==> src/rtl/irq_ctrl_pkg.sv <==
// Shared types and register map for the irq_ctrl interrupt controller.
// RF_XLEN falls back to 32 when the core's config header has not defined it.
`ifndef RF_XLEN
`define RF_XLEN 32
`endif

package irq_pkg;

  localparam int XLEN        = `RF_XLEN;
  localparam int DEF_NUM_SRC = 8;
  localparam int DEF_PRIO_W  = 3;
  localparam int ID_W_MAX    = 5;

  typedef enum logic {
    IDLE    = 1'b0,
    SERVICE = 1'b1
  } state_t;

  typedef logic [5:0]            cfg_addr_t;
  typedef logic [DEF_PRIO_W-1:0] prio_t;
  typedef logic [ID_W_MAX-1:0]   id_t;

  localparam cfg_addr_t REG_EN   = 6'd0;
  localparam cfg_addr_t REG_PEND = 6'd1;
  localparam cfg_addr_t REG_THR  = 6'd2;
  localparam cfg_addr_t REG_ACT  = 6'd3;
  localparam cfg_addr_t REG_EDGE = 6'd4;
  localparam cfg_addr_t REG_PRIO = 6'd8;

endpackage

==> src/rtl/irq_ctrl_if.sv <==
// Peripheral-line, config-bus and claim/complete signals between the core side and irq_ctrl.
// The master modport is the core/trap-handler side, the slave modport is the controller.
interface irq_ctrl_if
  import irq_pkg::*;
#(
  parameter int NUM_SRC = DEF_NUM_SRC,
  parameter int ID_W    = $clog2(NUM_SRC + 1)
);

  logic [NUM_SRC-1:0] src_irq;
  logic               cfg_wr;
  cfg_addr_t          cfg_addr;
  logic [XLEN-1:0]    cfg_wdata;
  logic [XLEN-1:0]    cfg_rdata;
  logic               irq;
  logic               claim;
  logic [ID_W-1:0]    claim_id;
  logic               complete;
  logic [ID_W-1:0]    complete_id;

  modport master (
    output src_irq, cfg_wr, cfg_addr, cfg_wdata, claim, complete, complete_id,
    input  cfg_rdata, irq, claim_id
  );

  modport slave (
    input  src_irq, cfg_wr, cfg_addr, cfg_wdata, claim, complete, complete_id,
    output cfg_rdata, irq, claim_id
  );

endinterface

==> src/rtl/irq_ctrl_arbiter.sv <==
// Combinational priority-compare tree: highest priority among eligible sources, lowest index on ties.
// Returns id 0 / prio 0 when nothing is eligible.
module irq_arbiter
  import irq_pkg::*;
#(
  parameter int NUM_SRC = DEF_NUM_SRC,
  parameter int PRIO_W  = DEF_PRIO_W,
  parameter int ID_W    = $clog2(NUM_SRC + 1)
) (
  input  logic [NUM_SRC-1:0]        elig,
  input  logic [NUM_SRC*PRIO_W-1:0] prio_vec,
  output logic [ID_W-1:0]           win_id,
  output logic [PRIO_W-1:0]         win_prio
);

  localparam int LEAVES = (NUM_SRC < 2) ? 1 : (1 << $clog2(NUM_SRC));
  localparam int NODES  = 2 * LEAVES - 1;

  // Heap-ordered tree: left children always cover lower source indices, so ">=" keeps the lower index.
  function automatic logic [ID_W+PRIO_W-1:0] tree_pick(
    input logic [NUM_SRC-1:0]        e,
    input logic [NUM_SRC*PRIO_W-1:0] pv
  );
    logic [PRIO_W-1:0] np [NODES];
    logic [ID_W-1:0]   ni [NODES];
    for (int k = 0; k < NODES; k++) begin
      np[k] = '0;
      ni[k] = '0;
    end
    for (int i = 0; i < NUM_SRC; i++) begin
      if (e[i]) begin
        np[LEAVES-1+i] = pv[i*PRIO_W +: PRIO_W];
        ni[LEAVES-1+i] = ID_W'(i + 1);
      end
    end
    for (int k = LEAVES - 2; k >= 0; k--) begin
      if (np[2*k+1] >= np[2*k+2]) begin
        np[k] = np[2*k+1];
        ni[k] = ni[2*k+1];
      end else begin
        np[k] = np[2*k+2];
        ni[k] = ni[2*k+2];
      end
    end
    return {ni[0], np[0]};
  endfunction

  assign {win_id, win_prio} = tree_pick(elig, prio_vec);

endmodule

==> src/rtl/irq_ctrl.sv <==
// irq_ctrl: NUM_SRC prioritised, maskable interrupt sources with claim/complete; irq is 2 cycles after src_irq.
// Define IRQ_CTRL_EDGE_EN to add per-source rising-edge mode (edge mask at register 4).
module irq_ctrl
  import irq_pkg::*;
#(
  parameter int NUM_SRC = DEF_NUM_SRC,
  parameter int PRIO_W  = DEF_PRIO_W,
  parameter int ID_W    = $clog2(NUM_SRC + 1)
) (
  input logic       clk,
  input logic       rst,
  irq_ctrl_if.slave bus
);

  logic [NUM_SRC-1:0]        en_q, pend_q, pend_d, elig;
  logic [PRIO_W-1:0]         thr_q;
  logic [PRIO_W-1:0]         prio_q [NUM_SRC];
  logic [NUM_SRC*PRIO_W-1:0] prio_vec;
  state_t                    state_q;
  logic [ID_W-1:0]           act_q, best_id_q, arb_id, nxt_act;
  logic [PRIO_W-1:0]         arb_prio;
  logic                      irq_q, claim_ok, done_ok, nxt_svc;
  logic [XLEN-1:0]           rdata;
  logic                      unused_wdata;

`ifdef IRQ_CTRL_EDGE_EN
  logic [NUM_SRC-1:0] edge_q, prev_q, wr_clr;
`endif

  for (genvar g = 0; g < NUM_SRC; g++) begin : g_src
    assign prio_vec[g*PRIO_W +: PRIO_W] = prio_q[g];
    assign elig[g] = pend_q[g] && en_q[g] && (prio_q[g] > thr_q);
  end

  irq_arbiter #(
    .NUM_SRC (NUM_SRC),
    .PRIO_W  (PRIO_W),
    .ID_W    (ID_W)
  ) u_arb (
    .elig     (elig),
    .prio_vec (prio_vec),
    .win_id   (arb_id),
    .win_prio (arb_prio)
  );

  // irq_q is only ever set for the IDLE state, so it doubles as the claim qualifier.
  always_comb begin
    claim_ok = bus.claim && irq_q;
    done_ok  = (state_q == SERVICE) && bus.complete && (bus.complete_id == act_q);
    nxt_svc  = claim_ok || ((state_q == SERVICE) && !done_ok);
    nxt_act  = claim_ok ? best_id_q : act_q;
    pend_d   = '0;
`ifdef IRQ_CTRL_EDGE_EN
    wr_clr = (bus.cfg_wr && (bus.cfg_addr == REG_PEND)) ? bus.cfg_wdata[NUM_SRC-1:0] : '0;
`endif
    for (int i = 0; i < NUM_SRC; i++) begin
      pend_d[i] = bus.src_irq[i] && !(nxt_svc && (nxt_act == ID_W'(i + 1)));
`ifdef IRQ_CTRL_EDGE_EN
      // Edge sources latch until claimed or written 1; a fresh edge beats the clear.
      if (edge_q[i]) begin
        pend_d[i] = (bus.src_irq[i] && !prev_q[i]) ||
                    (pend_q[i] && !wr_clr[i] && !(claim_ok && (best_id_q == ID_W'(i + 1))));
      end
`endif
    end
  end

  always_ff @(posedge clk) begin
    if (rst) begin
      state_q   <= IDLE;
      en_q      <= '0;
      thr_q     <= '0;
      pend_q    <= '0;
      act_q     <= '0;
      best_id_q <= '0;
      irq_q     <= 1'b0;
      for (int i = 0; i < NUM_SRC; i++) prio_q[i] <= '0;
`ifdef IRQ_CTRL_EDGE_EN
      edge_q <= '0;
      prev_q <= '0;
`endif
    end else begin
      state_q   <= nxt_svc ? SERVICE : IDLE;
      act_q     <= nxt_act;
      pend_q    <= pend_d;
      best_id_q <= arb_id;
      irq_q     <= !nxt_svc && (arb_prio > thr_q);
`ifdef IRQ_CTRL_EDGE_EN
      prev_q <= bus.src_irq;
`endif
      if (bus.cfg_wr) begin
        case (bus.cfg_addr)
          REG_EN:   en_q   <= bus.cfg_wdata[NUM_SRC-1:0];
          REG_THR:  thr_q  <= bus.cfg_wdata[PRIO_W-1:0];
`ifdef IRQ_CTRL_EDGE_EN
          REG_EDGE: edge_q <= bus.cfg_wdata[NUM_SRC-1:0];
`endif
          default: ;
        endcase
        for (int i = 0; i < NUM_SRC; i++) begin
          if (bus.cfg_addr == cfg_addr_t'(REG_PRIO + i)) prio_q[i] <= bus.cfg_wdata[PRIO_W-1:0];
        end
      end
    end
  end

  always_comb begin
    rdata = '0;
    case (bus.cfg_addr)
      REG_EN:   rdata[NUM_SRC-1:0] = en_q;
      REG_PEND: rdata[NUM_SRC-1:0] = pend_q;
      REG_THR:  rdata[PRIO_W-1:0]  = thr_q;
      REG_ACT:  rdata[ID_W-1:0]    = act_q;
`ifdef IRQ_CTRL_EDGE_EN
      REG_EDGE: rdata[NUM_SRC-1:0] = edge_q;
`endif
      default: ;
    endcase
    for (int i = 0; i < NUM_SRC; i++) begin
      if (bus.cfg_addr == cfg_addr_t'(REG_PRIO + i)) rdata[PRIO_W-1:0] = prio_q[i];
    end
  end

  assign bus.cfg_rdata = rdata;
  assign bus.irq       = irq_q;
  assign bus.claim_id  = (state_q == IDLE) ? best_id_q : act_q;
  assign unused_wdata  = ^bus.cfg_wdata;

endmodule

==> src/flat_wrapper.sv <==
// flat-port wrapper written by rule: the top's interface ports become plain ports
module irq_ctrl_flat import irq_pkg::*;
#(
  parameter int NUM_SRC = DEF_NUM_SRC,
  parameter int PRIO_W  = DEF_PRIO_W,
  parameter int ID_W    = $clog2(NUM_SRC + 1)
)
  (clk, rst, bus_src_irq, bus_cfg_wr, bus_cfg_addr, bus_cfg_wdata, bus_claim, bus_complete, bus_complete_id, bus_cfg_rdata, bus_irq, bus_claim_id);
  irq_ctrl_if #(.NUM_SRC(NUM_SRC), .ID_W(ID_W)) bus_i ();
  input logic clk;
  input logic rst;
  input wire logic [$bits(bus_i.src_irq)-1:0] bus_src_irq;
  input wire logic [$bits(bus_i.cfg_wr)-1:0] bus_cfg_wr;
  input wire logic [$bits(bus_i.cfg_addr)-1:0] bus_cfg_addr;
  input wire logic [$bits(bus_i.cfg_wdata)-1:0] bus_cfg_wdata;
  input wire logic [$bits(bus_i.claim)-1:0] bus_claim;
  input wire logic [$bits(bus_i.complete)-1:0] bus_complete;
  input wire logic [$bits(bus_i.complete_id)-1:0] bus_complete_id;
  output wire logic [$bits(bus_i.cfg_rdata)-1:0] bus_cfg_rdata;
  output wire logic [$bits(bus_i.irq)-1:0] bus_irq;
  output wire logic [$bits(bus_i.claim_id)-1:0] bus_claim_id;
  assign bus_i.src_irq = bus_src_irq;
  assign bus_i.cfg_wr = bus_cfg_wr;
  assign bus_i.cfg_addr = bus_cfg_addr;
  assign bus_i.cfg_wdata = bus_cfg_wdata;
  assign bus_i.claim = bus_claim;
  assign bus_i.complete = bus_complete;
  assign bus_i.complete_id = bus_complete_id;
  assign bus_cfg_rdata = bus_i.cfg_rdata;
  assign bus_irq = bus_i.irq;
  assign bus_claim_id = bus_i.claim_id;
  irq_ctrl #(.NUM_SRC(NUM_SRC), .PRIO_W(PRIO_W), .ID_W(ID_W)) u_core (.clk(clk), .rst(rst), .bus(bus_i));
endmodule
==> config.mk <==
export PLATFORM = sky130hd
export DESIGN_NAME = irq_ctrl_flat
export DESIGN_NICKNAME = d
export VERILOG_FILES = /design/src/rtl/irq_ctrl_pkg.sv /design/src/rtl/irq_ctrl_if.sv /design/src/rtl/irq_ctrl_arbiter.sv /design/src/rtl/irq_ctrl.sv /design/src/flat_wrapper.sv
export SDC_FILE = /design/constraint.sdc
export NUM_CORES = 1
export LEC_CHECK = 0
export CAP_MARGIN = 0
export CORE_ASPECT_RATIO = 1.75
export CORE_UTILIZATION = 52
export DETAILED_ROUTE_END_ITERATION = 7
export PLACE_DENSITY = 0.83
export SLEW_MARGIN = 20
export SYNTH_ARGS = -nofsm -noshare
export SYNTH_HDL_FRONTEND = slang
export SYNTH_SLANG_ARGS = --single-unit
==> constraint.sdc <==
create_clock -name clk -period 8 [get_ports clk]
set_input_delay 1.6 -clock clk [delete_from_list [all_inputs] [get_ports clk]]
set_output_delay 1.6 -clock clk [all_outputs]
set_load 0.02 [all_outputs]
==> run_results.csv, run 1 <==
group,metric,value,unit
drt,drt_wl_total,11030,um
critical_path,cp-end-kind,"flop",
sta,setup_tns,0,ns
floorplanning,pin_count,92,
critical_path,startpoint_type,"flop",
floorplanning,dieHeight,122.8,um
global_routing,gr-total-overflow,0,
pwr,p_per_area,128.5,nW/um2
global_routing,grt_pass1_vias,3759,
cts,clk-insertion-delay-late,0.30,ns
global_routing,grt_pass1_wl,17540,um
floorplanning,start_util,54.13,%
drt,wl_per_cell,17.85,um
place,portBuffers,43,
drt,drc,4,
min_path,hold_class,"reg2reg",
yosys,syn-cell-area,4339,um2
drt,vias,3866,
final_layout,layout.cells.non_filler,618,
cts,clk_pin_slew_worst_paths,0.07,ns
outcome,status,"finished with violations",
yosys,synthCells,490,
drt,drtAntennaViolNets,0,
sta,fmax,0.1405,GHz
place,gp_congestion,1.010,
global_routing,grt_max_degree,41,
floorplanning,coreArea,8016,um2
yosys,ys_types,64,
final_layout,final_util,61.35,%
critical_path,cp_slowest_cell,"a31oi_1",
drt,via_per_inst,6.256,
cts,h-tree-depth,2,
final_layout,design_area,4918,um2
final_layout,drive_gt1_share,6.439,%
floorplanning,die-area,8728,um2
sta,fin_crit_sh,88.99,%
final_layout,diodes,0,
cts,cts_resized,0,
critical_path,r2r_setup_slack,0.88,ns
final_layout,fillCellCount,677,
cts,cts_setup_buffers,0,
critical_path,critPathMaxFanout,10,
critical_path,max_stage_delay,0.52,ns
cts,clock_sinks,53,
yosys,synth_edf_count,24,
floorplanning,rows,43,
yosys,synth_area_per_cell,8.855,um2
cts,cts_buffers,5,
place,dp_hpwl,8755,um
pwr,power_leakage,0.002049,uW
critical_path,path_class,"reg2reg",
critical_path,crit_top_cell,"ha_1",
pwr,ir_drop,0.0001562,V
sta,drv_slew,0,
sta,rsz0062_at_grt,"false",
sta,final.min_clock_period,7.119,ns
global_routing,grt_usage,26.46,%
sta,hold_viol_final,0,
critical_path,crit_arrival,7.36,ns
yosys,ys.flop_type,"dfxtp_1",
critical_path,worstPathRequired,8.24,ns
sta,clock_skew,0.003928,ns
final_layout,nets,630,
cts,cts_tree,"yes",
yosys,ys_ff_latch,53,
run,drv_cap,0,
cts,clockBufferDepth,2,
sta,finalSetupViolations,0,
floorplanning,die_w,71.05,um
cts,root_buffer,"clkbuf_16",
sta,slew_headroom,40.82,%
final_layout,syn_to_final_growth,13.35,%
place,post_dp_cell_area,4748,um2
sta,tightestPinTransition,0.8849,ns
yosys,yosys_warnings,0,
drt,first_iter_violations,221,
outcome,violations,"DRC",
pwr,power,632.0,uW
global_routing,antenna_found_initial,0,
place,placed_cells,610,
yosys,seq_area_frac_synth,29.99,%
cts,cts_hold_buf,0,
drt,first_pass_iters,7,
yosys,async_reset_ff_share,0,%
==> flip-flops by register name, summed over array words and instances (netlist names) <==
| name | cells |
|---|---|
| u_core.act_q | 4 |
| u_core.best_id_q | 4 |
| u_core.prio_q | 24 |
| u_core.thr_q | 3 |
| u_core.state_q | 1 |
| u_core.bus.irq | 1 |
| u_core.en_q | 8 |
| u_core.pend_q | 8 |
==> final timing paths <==
| path | depth (start not counted) | end | start |
|---|---|---|---|
| setup / recovery | 28 | u_core.bus.irq | u_core.thr_q[1] |
| hold / removal | 2 | u_core.act_q[1] | u_core.best_id_q[1] |
| setup reg to reg | 28 | u_core.bus.irq | u_core.thr_q[1] |
| hold reg to reg | 2 | u_core.act_q[1] | u_core.best_id_q[1] |
==> stage by stage <==
stage                     hold slack (ns)  setup WS (ns)
after detailed placement           0.5023          1.008
final                              0.5168         0.8811
after CTS                          0.5174         0.9724
after global placement             0.4798          1.126
after floorplan                    0.4604          2.029
after global routing               0.5500         0.4345
==> routing by layer <==
| metal | track usage (%) | up-vias | wire [um] |
|---|---|---|---|
| met1 | 26.72 | 1827 | 3882 |
| met3 | 2.627 | 57 | 655 |
| met2 | 50.48 | 184 | 5795 |
| met4 | 17.50 | 0 | 701 |
| li1 | - | 1798 | - |
| met5 | 0 | - | 0 |
==> power breakdown <==
| part | internal (uW) | switching [uW] |
|---|---|---|
| clock | 138 | 102 |
| combinational | 36.4 | 50.3 |
| sequential | 293 | 12.3 |
| total | 467 | 165 |
==> cells by family (layout without fill, tap and decap cells) <==
| group | after synthesis | in the layout | synth area share [%] |
|---|---|---|---|
| xor+xnor | 4 | 4 | 0.8075 |
| fa+ha+maj | 48 | 48 | 13.84 |
| mux | 34 | 34 | 9.141 |
| flops | 53 | 53 | 29.99 |
| other cells | 1 | 24 | 0.08642 |
| simple gates | 180 | 180 | 20.65 |
| compound gates | 99 | 99 | 17.13 |
| buf+inv | 71 | 86 | 8.362 |
==> cells in the final DEF (no fill, tap or decap), drive strengths merged, types with 4 or more instances in the layout <==
| master | Yosys | final |
|---|---|---|
| o21ai | 12 | 12 |
| edfxtp | 24 | 24 |
| conb | 1 | 24 |
| o211ai | 5 | 5 |
| a311oi | 4 | 4 |
| mux4 | 4 | 4 |
| nand2 | 40 | 40 |
| or3 | 4 | 4 |
| o32ai | 7 | 7 |
| nor3 | 13 | 13 |
| ha | 48 | 48 |
| and2 | 7 | 7 |
| nand2b | 22 | 22 |
| nor3b | 5 | 5 |
| mux2 | 5 | 5 |
| a21o | 7 | 7 |
| dfxtp | 29 | 29 |
| a31oi | 8 | 8 |
| nor2 | 54 | 54 |
| clkbuf | 9 | 6 |
| a21oi | 22 | 22 |
| nor2b | 13 | 13 |
| clkdlybuf4s50 | 0 | 43 |
| nand3 | 13 | 13 |
| mux2i | 25 | 25 |
| inv | 32 | 33 |
| a22oi | 8 | 8 |
==> layout make-up <==
class / count / area [um2] / area share [%]
clock buffer: 6 / 150.1 / 3.053
clock inverter: 2 / 20.02 / 0.4070
inverter: 32 / 120.1 / 2.442
multi-input combinational: 389 / 2761 / 56.14
sequential: 53 / 1301 / 26.46
tap: 90 / 112.6 / 2.289
timing repair buffer: 46 / 452.9 / 9.209
==> Yosys cell counts (4+ instances only) <==
master	n	area [um2]
nand3_1	13	65.06
edfxtp_1	24	720.7
o21ai_1	7	35.03
nand2_1	40	150.1
buf_4	24	180.2
ha_1	48	600.6
inv_1	29	108.9
a21o_1	7	52.55
nor2_1	53	198.9
nand2b_1	22	137.6
nor3_1	11	55.05
nor3b_1	4	30.03
nor2b_1	13	81.33
a21oi_1	22	110.1
o21ai_0	5	25.02
o32ai_1	7	61.31
a22oi_1	7	52.55
clkbuf_1	9	33.78
or3_1	4	25.02
and2_1	7	43.79
mux2i_1	25	250.2
mux4_2	4	90.09
a31oi_1	7	43.79
mux2_2	5	56.30
dfxtp_1	29	580.6
buf_2	5	25.02
o211ai_1	5	37.54
==> critical path, delay by kind of cell (launching register included) <==
kind	cells	cell delay, ns
mux	1	0.39
flops	1	0.32
simple gates	8	1.38
buf+inv	2	0.47
fa+ha+maj	5	1.27
compound gates	12	3.24
No activity file was read; power rests on OpenSTA's default activity.
==> inputs of run 2 (changes only) <==
--- a/config.mk
+++ b/config.mk
@@ -10,6 +10,7 @@
 export CORE_UTILIZATION = 52
 export DETAILED_ROUTE_END_ITERATION = 7
 export PLACE_DENSITY = 0.83
+export RECOVER_POWER = 50
 export SLEW_MARGIN = 20
 export SYNTH_ARGS = -nofsm -noshare
 export SYNTH_HDL_FRONTEND = slang
==> run 2 against run 1 <==
  * The run ends with DRC, capacitance limit, slew limit left
  * Cell count did not move
  * Maximum frequency fell by 1.1%
  * Design area fell by 0.59%
  * Wire length rose by 0.27%
  * Die area did not move
  * Non-clock buffer count did not move
  * Clock skew barely moved
  * Total power fell by 0.17%
  * Register-to-register slack got worse by 0.08 ns
  * Largest power group unchanged
==> run_results.csv, run 2 (same netlist as run 1, synthesis figures left out) <==
group,metric,value,unit
place,portBuffers,43,
critical_path,critPathMaxFanout,10,
drt,drt_wl_total,11060,um
min_path,hold_start,"u_core.best_id_q[1]",
outcome,violations,"DRC, capacitance limit, slew limit",
drt,first_iter_violations,220,
cts,cts_hold_buf,0,
pwr,power,630.9,uW
final_layout,syn_to_final_growth,12.69,%
sta,holdWs,0.5154,ns
critical_path,cp-end-kind,"flop",
cts,h-tree-depth,2,
floorplanning,rows,43,
drt,drc,4,
critical_path,worstPathRequired,8.19,ns
sta,final.min_clock_period,7.200,ns
place,gp_congestion,1.010,
pwr,ir_drop,0.0001569,V
cts,clock_sinks,53,
floorplanning,dieHeight,122.8,um
cts,clk-insertion-delay-late,0.30,ns
outcome,status,"finished with violations",
pwr,intPower,467.0,uW
drt,vias,3836,
critical_path,crit_top_cell,"ha_1",
place,dp_hpwl,8755,um
final_layout,drive_gt1_share,5.871,%
cts,root_buffer,"clkbuf_16",
pwr,p_per_area,129.0,nW/um2
sta,slew_headroom,-9.492,%
sta,finalSetupViolations,0,
global_routing,grt_usage,26.46,%
cts,clockBufferDepth,2,
min_path,hold_class,"reg2reg",
critical_path,reg2reg_from,"u_core.thr_q[1]",
global_routing,grt_max_degree,41,
sta,fin_crit_sh,90.01,%
cts,cts_setup_buffers,0,
floorplanning,die_w,71.05,um
sta,clock_skew,0.003705,ns
floorplanning,pin_count,92,
floorplanning,start_util,54.13,%
cts,clk_pin_slew_worst_paths,0.07,ns
cts,cts_tree,"yes",
final_layout,fillCellCount,681,
critical_path,crit_arrival,7.39,ns
drt,drtAntennaViolNets,0,
pwr,comb_power_share,13.6,%
final_layout,final_common_cell,"nor2_1",
sta,setup_tns,0,ns
critical_path,critPathLaunch,"u_core.thr_q[1]",
floorplanning,die-area,8728,um2
final_layout,nets,630,
final_layout,final_util,61.00,%
global_routing,gr-total-overflow,0,
sta,fin_ws,0.7995,ns
sta,hold_viol_final,0,
critical_path,path_class,"reg2reg",
global_routing,grt_pass1_vias,3759,
final_layout,top_register,"u_core.prio_q",
drt,wl_per_cell,17.90,um
critical_path,cp_slowest_cell,"a31oi_1",
critical_path,startpoint_type,"flop",
sta,rsz0062_at_grt,"false",
place,dp_slack,1.008,ns
drt,first_pass_iters,7,
final_layout,biggestRegsByFlops,"u_core.prio_q x24, u_core.en_q x8, u_core.pend_q x8",
final_layout,final_cell_mix,"nor2_1 (53), ha_1 (48), nand2_1 (40), clkdlybuf4s50_1 (36)",
sta,drv_slew,41,
cts,cts_buffers,5,
pwr,power.switching,163.9,uW
pwr,sequentialPowerShare,48.4,%
critical_path,critPathBufInv,1,
final_layout,largest_reg_flops,24,
critical_path,cp_top_family,"compound AO/OA/AOI/OAI gates",
pwr,p_clk_share,38.0,%
final_layout,diodes,0,
pwr,switching_share,25.98,%
final_layout,multi_input_area,2736,um2
global_routing,grt_pass1_wl,17540,um
run,drv_cap,1,
cts,cts_resized,0,
drt,via_per_inst,6.207,
sta,fmax,0.1389,GHz
floorplanning,coreArea,8016,um2
global_routing,antenna_found_initial,0,
final_layout,regArea,1301,um2
critical_path,max_stage_delay,0.52,ns
sta,tightestPinTransition,1.642,ns
pwr,power_leakage,0.002062,uW
-- run 2: cell types whose count changed in the layout (fill, tap and decap cells not counted) --
cell             change
buf_4                -1
a311oi_1             +1
a311oi_2             -1
o21ai_1              -1
o41ai_4              -1
clkbuf_1             +1
o41ai_1              +1
clkdlybuf4s50_1      -7
dlygate4sd3_1        +7
o21ai_0              +1
-- run 2: worst paths after layout --
check / end / slack (ns) / cells past startpoint
max reg2reg: u_core.bus.irq / 0.80 / 27
min reg2reg: u_core.act_q[1] / 0.52 / 2
min: u_core.act_q[1] / 0.52 / 2
max: u_core.bus.irq / 0.80 / 27
-- run 2: per-stage QoR --
stage	instance area [um2]	cells
2_1_floorplan	4425	513
3_3_place_gp	4748	610
3_5_place_dp	4748	610
4_1_cts	4918	618
5_1_grt	4890	618
6_report	4890	618
-- run 2: area by class of cell --
type                            instances  share of cell area [%]
Clock buffer                            6                   3.071
Clock inverter                          2                  0.4094
Inverter                               32                   2.456
Multi-Input combinational cell        389                   55.96
Sequential cell                        53                   26.61
Tap cell                               90                   2.303
Timing Repair Buffer                   46                   9.186
-- run 2: per-layer routing --
metal | wire [um] | GRT usage, % | share of wire (%) | vias up
met5 | 0 | 0 | 0 | -
met4 | 653 | 17.50 | 5.9 | 0
met3 | 618 | 2.627 | 5.6 | 50
met2 | 5840 | 50.48 | 53 | 173
met1 | 3952 | 26.72 | 36 | 1815
li1 | - | - | - | 1798
-- run 2: power groups by stage --
stage / Sequential [uW] / Combinational (uW) / Clock [uW]
floorplan: 305 / 64.3 / 0
global placement: 311 / 82.0 / 0
detailed placement: 311 / 85.3 / 0
CTS: 305 / 85.9 / 243
global route: 306 / 93.1 / 250
finish: 306 / 85.6 / 240
-- run 2: worst reg2reg max path, cell delays in order, from the launching register on --
cell and delay, ns:
dfxtp_1 0.32, inv_1 0.37, ha_1 0.33, nor2b_1 0.14, o21a_1 0.17, o2111ai_1 0.49
or2_2 0.21, ha_1 0.22, nand2b_1 0.14, a31oi_1 0.52, nand2_1 0.11, o32ai_1 0.29
ha_1 0.36, a21o_1 0.20, a31oi_2 0.38, mux2_2 0.39, ha_1 0.26, nand2b_1 0.14
a21o_1 0.19, a21oi_1 0.39, and2_1 0.27, a22oi_1 0.10, o211ai_1 0.13, ha_1 0.27
a21o_1 0.16, a21oi_1 0.15, a311oi_1 0.10, and3_1 0.30
